`config.mk`:
```
export PLATFORM = sky130hd
export DESIGN_NAME = gmac_tx_framer
export DESIGN_NICKNAME = d
export VERILOG_FILES = /design/src/rtl/gmac_tx_framer.sv
export SDC_FILE = /design/constraint.sdc
export NUM_CORES = 1
export LEC_CHECK = 0
export ABC_AREA = 1
export CAP_MARGIN = 25
export CORE_MARGIN = 3
export CORE_UTILIZATION = 60
export DETAILED_ROUTE_END_ITERATION = 8
export PLACE_DENSITY = 0.82
export RECOVER_POWER = 50
export SYNTH_ARGS = -nofsm -noshare
export SYNTH_HDL_FRONTEND = slang
export SYNTH_SLANG_ARGS = --single-unit
```
`constraint.sdc`:
```
create_clock -name clk -period 5.7 [get_ports clk]
set_clock_uncertainty 0.05 [all_clocks]
set_input_delay 1.14 -clock clk [delete_from_list [all_inputs] [get_ports clk]]
set_output_delay 1.14 -clock clk [all_outputs]
set_load 0.05 [all_outputs]
```
`src/rtl/gmac_tx_framer.sv`:
```
// gmac_tx_framer: GMII TX framer adding preamble/SFD, zero padding, CRC-32 FCS and inter-frame gap
module gmac_tx_framer #(
  parameter int unsigned PREAMBLE_BYTES = 7,
  parameter int unsigned MIN_FRAME      = 60,
  parameter int unsigned IFG_BYTES      = 12
) (
  input  logic       clk,
  input  logic       rstn,
  input  logic       s_valid,
  output logic       s_ready,
  input  logic [7:0] s_data,
  input  logic       s_last,
  output logic [7:0] gmii_txd,
  output logic       gmii_tx_en,
  output logic       gmii_tx_er,
  output logic       busy,
  output logic       frame_done,
  output logic       underrun
);
  typedef enum logic [2:0] {IDLE, PRE, SFD, DATA, DROP, PAD, FCS, IFG} state_t;
  state_t      state;
  logic [31:0] crc;
  logic [31:0] cnt;
  logic [15:0] byte_cnt;
  logic [15:0] byte_nxt;
  logic [7:0]  fcs_byte;
  logic        short_frame;
  function automatic logic [31:0] crc_upd(input logic [31:0] c, input logic [7:0] d);
    logic [31:0] r;
    r = c ^ {24'd0, d};
    for (int i = 0; i < 8; i++) r = r[0] ? (r >> 1) ^ 32'hEDB88320 : r >> 1;
    return r;
  endfunction
  assign s_ready     = state == DATA || state == DROP;
  assign busy        = state != IDLE;
  assign byte_nxt    = byte_cnt == 16'hFFFF ? byte_cnt : byte_cnt + 16'd1;
  assign short_frame = {16'd0, byte_cnt} + 32'd1 < MIN_FRAME;
  assign fcs_byte    = ~crc[{cnt[1:0], 3'b000} +: 8];
  // Outputs default to an idle line each cycle; states override what they drive.
  always_ff @(posedge clk or negedge rstn)
    if (!rstn) begin
      state      <= IDLE;
      crc        <= 32'hFFFFFFFF;
      cnt        <= '0;
      byte_cnt   <= '0;
      gmii_txd   <= '0;
      gmii_tx_en <= 1'b0;
      gmii_tx_er <= 1'b0;
      frame_done <= 1'b0;
      underrun   <= 1'b0;
    end else begin
      gmii_txd   <= 8'h00;
      gmii_tx_en <= 1'b0;
      gmii_tx_er <= 1'b0;
      frame_done <= 1'b0;
      underrun   <= 1'b0;
      case (state)
        IDLE: if (s_valid) begin
          gmii_txd   <= 8'h55;
          gmii_tx_en <= 1'b1;
          crc        <= 32'hFFFFFFFF;
          cnt        <= 32'd1;
          byte_cnt   <= '0;
          if (PREAMBLE_BYTES > 1) state <= PRE;
          else state <= SFD;
        end
        PRE: begin
          gmii_txd   <= 8'h55;
          gmii_tx_en <= 1'b1;
          cnt        <= cnt + 32'd1;
          if (cnt + 32'd1 >= PREAMBLE_BYTES) state <= SFD;
        end
        SFD: begin
          gmii_txd   <= 8'hD5;
          gmii_tx_en <= 1'b1;
          state      <= DATA;
        end
        DATA: if (s_valid) begin
          gmii_txd   <= s_data;
          gmii_tx_en <= 1'b1;
          crc        <= crc_upd(crc, s_data);
          byte_cnt   <= byte_nxt;
          cnt        <= '0;
          if (s_last) begin
            if (short_frame) state <= PAD;
            else state <= FCS;
          end
        end else begin
          gmii_tx_en <= 1'b1;
          gmii_tx_er <= 1'b1;
          underrun   <= 1'b1;
          state      <= DROP;
        end
        DROP: if (s_valid && s_last) begin
          cnt   <= '0;
          state <= IFG;
        end
        PAD: begin
          gmii_tx_en <= 1'b1;
          crc        <= crc_upd(crc, 8'h00);
          byte_cnt   <= byte_nxt;
          cnt        <= '0;
          if (!short_frame) state <= FCS;
        end
        FCS: begin
          gmii_txd   <= fcs_byte;
          gmii_tx_en <= 1'b1;
          cnt        <= cnt + 32'd1;
          if (cnt[1:0] == 2'd3) begin
            frame_done <= 1'b1;
            cnt        <= '0;
            state      <= IFG;
          end
        end
        IFG: begin
          cnt <= cnt + 32'd1;
          if (cnt + 32'd1 >= IFG_BYTES) state <= IDLE;
        end
      endcase
    end
endmodule
```
; After elaboration in Yosys (flattened, before gate mapping)
; Cells that the tools add are included.
[word_totals]
ff_bits = 94
inputBits = 12
mem_count = 0
wordCells = 108
ram_bits = 0
out_inout_bits = 14
latch_bits = 0
rom_bits = 0
[op_classes]
n_eq_ne = 17
shift = 1
add_sub_neg = 3
n_mul = 0
reduce_logical = 11
order_cmp = 3
div_mod_pow = 0
bitwise_logic = 18
n_mux = 47
[op_table]
columns = op, n
row1 = two-way mux 32 bit, 22
row2 = inverter 13 -> 14 bit, 16
row3 = one-hot mux 32 bit (6 select lines), 1
row4 = one-hot mux 32 bit (3 select lines), 1
row5 = two-way mux 16 bit, 3
row6 = one-hot mux 16 bit (3 select lines), 1
row7 = one-hot mux 8 bit (5 select lines), 1
row8 = adder 32 x 1 -> 32 bit (second input constant), 1
row9 = >= comparator 32 x 3 -> 1 bit (second input constant), 1
row10 = >= comparator 32 x 4 -> 1 bit (second input constant), 1
row11 = indexed part select 32 x 6 -> 8 bit, 1
row12 = XOR 32 x 8 -> 32 bit, 1
row13 = two-way mux 3 bit, 8
row14 = one-hot mux 3 bit (8 select lines), 1
row15 = adder 16 x 1 -> 17 bit (second input constant), 1
row16 = < comparator 17 x 6 -> 1 bit (second input constant), 1
row17 = adder 16 x 1 -> 16 bit (second input constant), 1
row18 = == test 16 bit (second input constant), 1
row19 = == test 3 bit (second input constant), 4
row20 = != test 2 bit (second input constant), 6
row21 = two-way mux 8 bit, 1
row22 = inverter 8 bit, 1
row23 = two-way mux 7 bit, 1
row24 = AND reduction 7 bit, 1
row25 = 17 further kinds, 23

; Longest topological paths before layout
; Gate-level depths: netlist of run 1.
[depth]
depth_word = 19
ltp_mapped = 17
mapped_depth_nobuf = 17

; Least setup slack after synthesis of run 1
; No wires, ideal clock.
[synth_timing]
kind = input-to-reg
startpoint = input port s_data[2]
endpoint = register crc[19]
t_required_ps = 5577
arrival_ps = 2378
stages = 11
setup_slack_ps = 3199
setup_ps = 73
n_path_buf = 0
path_cell_list = inv_1 > nand2_1 > nand2_2 > inv_1 > nand2_1 > nand2_1 > xor2_1 > or2_2 > nand3_1 > nand3_1 > a21oi_1
[synth_via]
elab_chain_len = 15
[synth_lines]
columns = element, line_no
row1 = from (decl), 11  ; input logic [7:0] s_data,
row2 = XOR 32 x 8 -> 32 bit *, 30  ; r = c ^ {24'd0, d};
row3 = two-way mux 32 bit * (3 in a row), 31  ; for (int i = 0; i < 8; i++) r = r[0] ? (r >> 1) ^ 32'hEDB88320 : r >> 1;
row4 = inverter 13 -> 14 bit (no source line), n/a
row5 = two-way mux 32 bit * (2 in a row), 31
row6 = inverter 13 -> 14 bit (no source line), n/a
row7 = two-way mux 32 bit *, 31
row8 = inverter 13 -> 14 bit (no source line), n/a
row9 = two-way mux 32 bit *, 31
row10 = inverter 13 -> 14 bit (no source line), n/a
row11 = two-way mux 32 bit *, 31
row12 = two-way mux 32 bit *, 78  ; DATA: if (s_valid) begin
row13 = one-hot mux 32 bit (3 select lines) *, 57  ; case (state)
row14 = to (signal assigned), 81  ; crc <= crc_upd(crc, s_data);
row15 = to (signal assigned), 100  ; crc <= crc_upd(crc, 8'h00);
row16 = to (decl), 22  ; logic [31:0] crc;
; Mark *: on every way between the ends. The rest lies on a longest branch, timed or not. The select of a mux whose other input is x is not followed.
; A chain may end at the register's enable or synchronous reset.

; Worst setup path in the final report of run 1
[layout_timing]
startpoint = register state[1]
endpoint = output port s_ready
[layout_via]
elab_chain_len = 2
elab_cells_between_ends = 3
cone_classes = eq/ne (2) / reduce/logical (1)
[layout_lines]
columns = element, line_no
row1 = from (decl), 21  ; state_t state;
row2 = from (signal assigned), 42  ; state <= IDLE;
row3 = from (signal assigned), 64  ; if (PREAMBLE_BYTES > 1) state <= PRE;
row4 = from (signal assigned), 65  ; else state <= SFD;
row5 = == test 3 x 2 -> 1 bit or == test 3 bit (tied branches), 34  ; assign s_ready = state == DATA || state == DROP;
row6 = logical OR 1 bit *, 34
row7 = to (decl), 10  ; output logic s_ready,
; Mark *: on every way between the ends. The rest lies on a longest branch, timed or not.

==> results_dict.tcl, run 1 <==
set metrics [dict create \
    async_flop_share_pct 100.0 \
    drt_wl_total_um 20020 \
    cts_resized 0 \
    die_x_um 116.7 \
    ios 26 \
    antenna_found_initial 0 \
    cts.sinks 94 \
    period_share_pct 74.76 \
    drive_above_1_share_pct 9.779 \
    place_congestion 0.9820 \
    ant_nets 0 \
    fin_util_pct 67.66 \
    violations "capacitance limit, slew limit" \
    drt_iter0_drc 701 \
    core_area_mm2 0.01171 \
    grt_overflow 0 \
    worst_hold_path_type "reg2reg" \
    r2r_slack_ns 1.99 \
    cts_buffers 9 \
    yosys.cell_types.count 47 \
    tritoncts "built" \
    cts.clk_slew.worst_paths_ns 0.08 \
    hold_viol_final 0 \
    die-height_um 116.7 \
    rsz0062_at_grt "no" \
    period_minus_slack_ns 4.261 \
    ctsRootBufferMaster "clkbuf_16" \
    crit_fanout 28 \
    seq_area_frac_synth_pct 32.54 \
    ys_warn_count 0 \
    drt_pass1_iterations 5 \
    max_freq_mhz 234.7 \
    holdPathEnd "byte_cnt[0]" \
    fp-row-count 39 \
    start_util_pct 62.77 \
    cp_data_arrival_time_ns 3.07 \
    area.growth.synth_to_final_pct 7.796 \
    cp-start-kind "flip-flop" \
    io_buffers 25 \
    grt_max_degree 72 \
    yosys_most_used_dff "dfrtp_1" \
    syn_area_mm2 0.007351 \
    nets 1054 \
    r2r_end "byte_cnt[12]" \
    tightest_slew_ns 1.795 \
    viasPerCell 5.911 \
    powerDensity_mw_per_mm2 499.6 \
    vias 7011 \
    critPathKind "reg2out" \
    drc 0 \
    required_ns 4.51 \
    netlist_instances 1025 \
    hp-start "byte_cnt[0]" \
    insertion_delay_ns 0.36 \
    cap_violations 1 \
    synth_edf_count 0 \
    r2r-start "state[2]" \
    synth_seq_cells 94 \
    routedWlPerCell_um 16.88 \
    grt_pass1_vias 6567 \
    ir_drop_v 0.0003287 \
    reg2reg_depth 8 \
    cts_buffer_depth 2 \
    grt.total_usage_pct 31.01 \
    dp_hpwl_um 14400 \
    slew_viol_final 72 \
    status "finished, violations left" \
    slew-limit-headroom_pct -19.68 \
    holdWs_ns 0.4778 \
    p_leak_nw 3.508 \
    syn_nets 1041 \
    hold_buffers 0 \
    diodes 0 \
    whs_path_depth 1 \
    power_mw 3.959 \
    avgSynthCellArea_um2 7.172 \
    end_kind "output pin" \
    finalSetupViolations 0 \
    tns_ns 0 \
    dieArea_mm2 0.01362 \
    htree_num_levels 3 \
    grt_pass1_wl_um 33060 \
    postCtsSetupRepairBufs 0 \
]
[cells in the mapped netlist, types with 6 or more instances]
library cell  instances  share of area, %
a21oi_1              37               2.5
a31oi_1               6              0.51
a32oi_1              17               2.0
buf_2                 7              0.48
clkbuf_1             12              0.61
dfrtp_1              62                21
dfstp_2              32                11
inv_1               110               5.6
inv_2                11              0.56
nand2_1             259                13
nand2_2               6              0.51
nand3_1              65               4.4
nand4_1               8              0.68
nor2_1              107               5.5
nor2_2                8              0.68
o21ai_0              60               4.1
o22ai_1              31               2.6
or2_2                11              0.94
xnor2_1              30               3.6
xor2_1               77               9.2
[metrics by stage]
| stage | worst slack [ns] | cell area, um^2 | cells |
|---|---|---|---|
| finish | 1.439 | 7924 | 1186 |
| global route | 1.206 | 7924 | 1186 |
| CTS | 1.637 | 7935 | 1186 |
| detailed placement | 1.297 | 7660 | 1170 |
| global placement | 1.450 | 7660 | 1170 |
| floorplan | 3.199 | 7351 | 1025 |
[kinds of logic (layout without fill, tap and decap cells)]
kind of cell | count (synthesis) | in the layout | share of synthesized area, %
DFF | 94 | 94 | 32.54
and+or+nand+nor | 479 | 479 | 27.64
buffers and inverters | 151 | 169 | 8.425
AOI/OAI and AO/OA | 179 | 179 | 14.76
xor gates and xnor gates | 118 | 118 | 15.95
adders and majority gates | 4 | 4 | 0.6809
[worst max path at each step]
stage                     startpoint           end  slack, ns  cells after the start
final                       state[1]       s_ready       1.44                      5
after global routing         s_valid   byte_cnt[9]       1.21                      9
after CTS                   state[1]       s_ready       1.64                      5
after detailed placement     s_valid  byte_cnt[12]       1.30                      9
after global placement       s_valid   byte_cnt[4]       1.45                      9
after floorplan            s_data[2]       crc[19]       3.20                     11
[cell type report]
type | instances | area [um^2]
Multi-Input combinational cell | 780 | 4334
Fill cell | 1010 | 3787
Sequential cell | 94 | 2392
Inverter | 123 | 464.2
Timing Repair Buffer | 30 | 279.0
Clock buffer | 10 | 229.0
Tap cell | 143 | 178.9
Clock inverter | 6 | 46.29
[flip-flops by register name (all words and copies together), names as in the netlist]
signal and flops:
underrun 1, gmii_txd 8, state 3, cnt 32
byte_cnt 16, frame_done 1, gmii_tx_en 1, crc 32
[cell usage in the layout (no fill, tap or decap), types with 5 or more instances in the layout]
cell type / instances
o22ai_1: 31
nand4_1: 8
inv_1: 111
a21oi_1: 37
nand3b_1: 5
a31oi_1: 6
nor2_1: 109
dfstp_2: 32
nand2_2: 6
nor2_2: 6
clkbuf_16: 9
clkdlybuf4s50_1: 23
a211oi_1: 5
nand2_1: 259
a32oi_1: 17
inv_2: 10
xor2_1: 77
o21ai_0: 60
dfrtp_1: 62
or2_2: 11
xnor2_1: 30
nand3_1: 65
[report_power, final]
group | leakage [nW] | switching [mW] | internal (mW)
clock network | 0.129 | 0.289 | 0.299
logic | 2.20 | 1.55 | 0.784
registers | 1.18 | 0.187 | 0.849
[worst max-delay path: stages (launching register included)]
cell	delay, ns
dfrtp_1	0.48
nand2_1	0.19
nor2_4	0.62
inv_1	0.42
nand2_1	0.19
clkdlybuf4s50_1	0.82
[routing by layer]
metal / GRT usage [%] / routed length, um / up-vias
li1: - / - / 3361
met1: 44.50 / 8668 / 3261
met2: 46.95 / 8811 / 346
met3: 6.373 / 2007 / 43
met4: 10.09 / 528 / 0
met5: 0 / 0 / -
Note: power is estimated with default switching activity, not from simulation.
==> inputs of run 2 (changes only) <==
==> constraint.sdc (replaced) <==
create_clock -name clk -period 4.3 [get_ports clk]
set_clock_uncertainty 0.05 [all_clocks]
set_input_delay 0.86 -clock clk [delete_from_list [all_inputs] [get_ports clk]]
set_output_delay 0.86 -clock clk [all_outputs]
set_load 0.05 [all_outputs]
==> run 2 against run 1 <==
Net effect:
- the run still ends with capacitance limit, slew limit left
- register-to-register slack got worse by 0.95 ns
- sequential share of layout area fell by 0.095 points
- die area unchanged
- power rose by 33%
- sequential power grew 33%
==> results_dict.tcl, run 2 (synthesized netlist as in run 1, its figures left out) <==
set metrics [dict create \
    power_mw 5.272 \
    p_int_mw 2.592 \
    cts.sinks 94 \
    die_x_um 116.7 \
    htree_num_levels 3 \
    status "finished, violations left" \
    antenna_found_initial 0 \
    p_leak_nw 3.522 \
    powerDensity_mw_per_mm2 663.2 \
    setup_ws_ns 0.6113 \
    p_switching_mw 2.679 \
    ios 26 \
    nets 1056 \
    drt_wl_total_um 20200 \
    grt.total_usage_pct 30.98 \
    core_area_mm2 0.01171 \
    grt_overflow 0 \
    power.share.clock_pct 15.2 \
    insertion_delay_ns 0.36 \
    die-height_um 116.7 \
    start_util_pct 62.77 \
    required_ns 3.39 \
    rsz0062_at_grt "no" \
    grt_pass1_wl_um 33130 \
    io_buffers 25 \
    finalSetupViolations 0 \
    tns_ns 0 \
    cp-start-kind "flip-flop" \
    cp_data_arrival_time_ns 2.78 \
    ctsRootBufferMaster "clkbuf_16" \
    tritoncts "built" \
    period_minus_slack_ns 3.689 \
    hold_viol_final 0 \
    fin_util_pct 67.87 \
    grt_max_degree 70 \
    cap_violations 1 \
    cts.clk_slew.worst_paths_ns 0.07 \
    routedWlPerCell_um 17.01 \
    grt_pass1_vias 6600 \
    drc 0 \
    cts_buffers 9 \
    dp_hpwl_um 14230 \
    postCtsSetupRepairBufs 0 \
    final_cell_mix "nand2_1 (259), inv_1 (111), nor2_1 (109), xor2_1 (77), nand3_1 (65)" \
    violations "capacitance limit, slew limit" \
    layout_commonest_cell "nand2_1" \
    end_kind "output pin" \
    drt_iter0_drc 908 \
    slew-limit-headroom_pct -21.84 \
    preCtsSetupSlack_ns 0.5676 \
    critPathKind "reg2out" \
    worst_hold_path_type "reg2reg" \
    crit_fanout 28 \
    ant_nets 0 \
    max_freq_mhz 271.1 \
    drive_above_1_share_pct 9.952 \
    fp-row-count 39 \
    top_regs "cnt x32, crc x32, byte_cnt x16" \
    placed_cell_area_mm2 0.007675 \
    area.growth.synth_to_final_pct 8.136 \
    hold_buffers 0 \
    viasPerCell 5.924 \
    diodes 0 \
    drt_pass1_iterations 5 \
    slew_viol_final 70 \
    vias 7038 \
    final_area_mm2 0.007949 \
    ir_drop_v 0.0004644 \
    place_congestion 0.9794 \
    comb_power_share_pct 58.7 \
    dieArea_mm2 0.01362 \
    swShare_pct 50.83 \
    cts_buffer_depth 2 \
    p_seq_share_pct 26.1 \
    cts_resized 0 \
    tightest_slew_ns 1.828 \
    period_share_pct 85.78 \
]
run 2: cell count changes in the layout (fill, tap and decap cells not counted):
cell | previous run | this run
inv_6 | 1 | 4
clkinv_2 | 1 | 0
clkbuf_8 | 0 | 1
buf_4 | 4 | 5
clkinv_4 | 2 | 0
run 2: metal layers:
metal	part of all wire, %	vias up	wire [um]	track usage, %
met5	0	-	0	0
met4	1.9	0	389	8.716
met3	9.7	44	1969	6.684
met2	44	341	8963	46.57
met1	44	3283	8879	45.21
li1	-	3370	-	-
run 2: metrics by stage:
| step | std cells | hold slack (ns) |
|---|---|---|
| 2_1_floorplan | 1025 | 0.4293 |
| 3_3_place_gp | 1172 | 0.4501 |
| 3_5_place_dp | 1172 | 0.4638 |
| 4_1_cts | 1188 | 0.4743 |
| 5_1_grt | 1188 | 0.4922 |
| 6_report | 1188 | 0.4751 |
run 2: cell type report:
class | instances | area, um^2
clock buffer | 10 | 239.0
clock inverter | 6 | 50.05
fill | 1063 | 3762
inverter | 123 | 464.2
multi-input combinational | 780 | 4334
sequential | 94 | 2392
tap | 143 | 178.9
timing repair buffer | 32 | 290.3
run 2: power by group through the flow:
stage,combinational (mW),sequential (mW),clock [mW]
3_3_place_gp,2.99,1.37,0
2_1_floorplan,2.29,1.37,0
4_1_cts,3.05,1.36,0.812
5_1_grt,3.38,1.39,0.850
6_report,3.09,1.38,0.802
3_5_place_dp,3.04,1.38,0
run 2: critical path, stage by stage, from the launching register on:
cell and delay [ns]:
dfrtp_1 0.45, nand2_1 0.18, nor2_4 0.11, buf_4 0.36
inv_1 0.33, nand2_1 0.17, clkdlybuf4s50_1 0.82
run 2: path summary, 6_finish.rpt:
path                                     to  startpoint  depth (start not counted)  slack (ns)
worst max-delay path                s_ready    state[1]                          6        0.61
min in group asynchronous           cnt[20]        rstn                          1        0.95
max in group asynchronous       gmii_txd[7]        rstn                          2        1.16
worst max register to register  byte_cnt[9]    state[2]                          9        1.04
worst min register to register      crc[17]     crc[17]                          2        0.48
worst min-delay path                crc[17]     crc[17]                          2        0.48
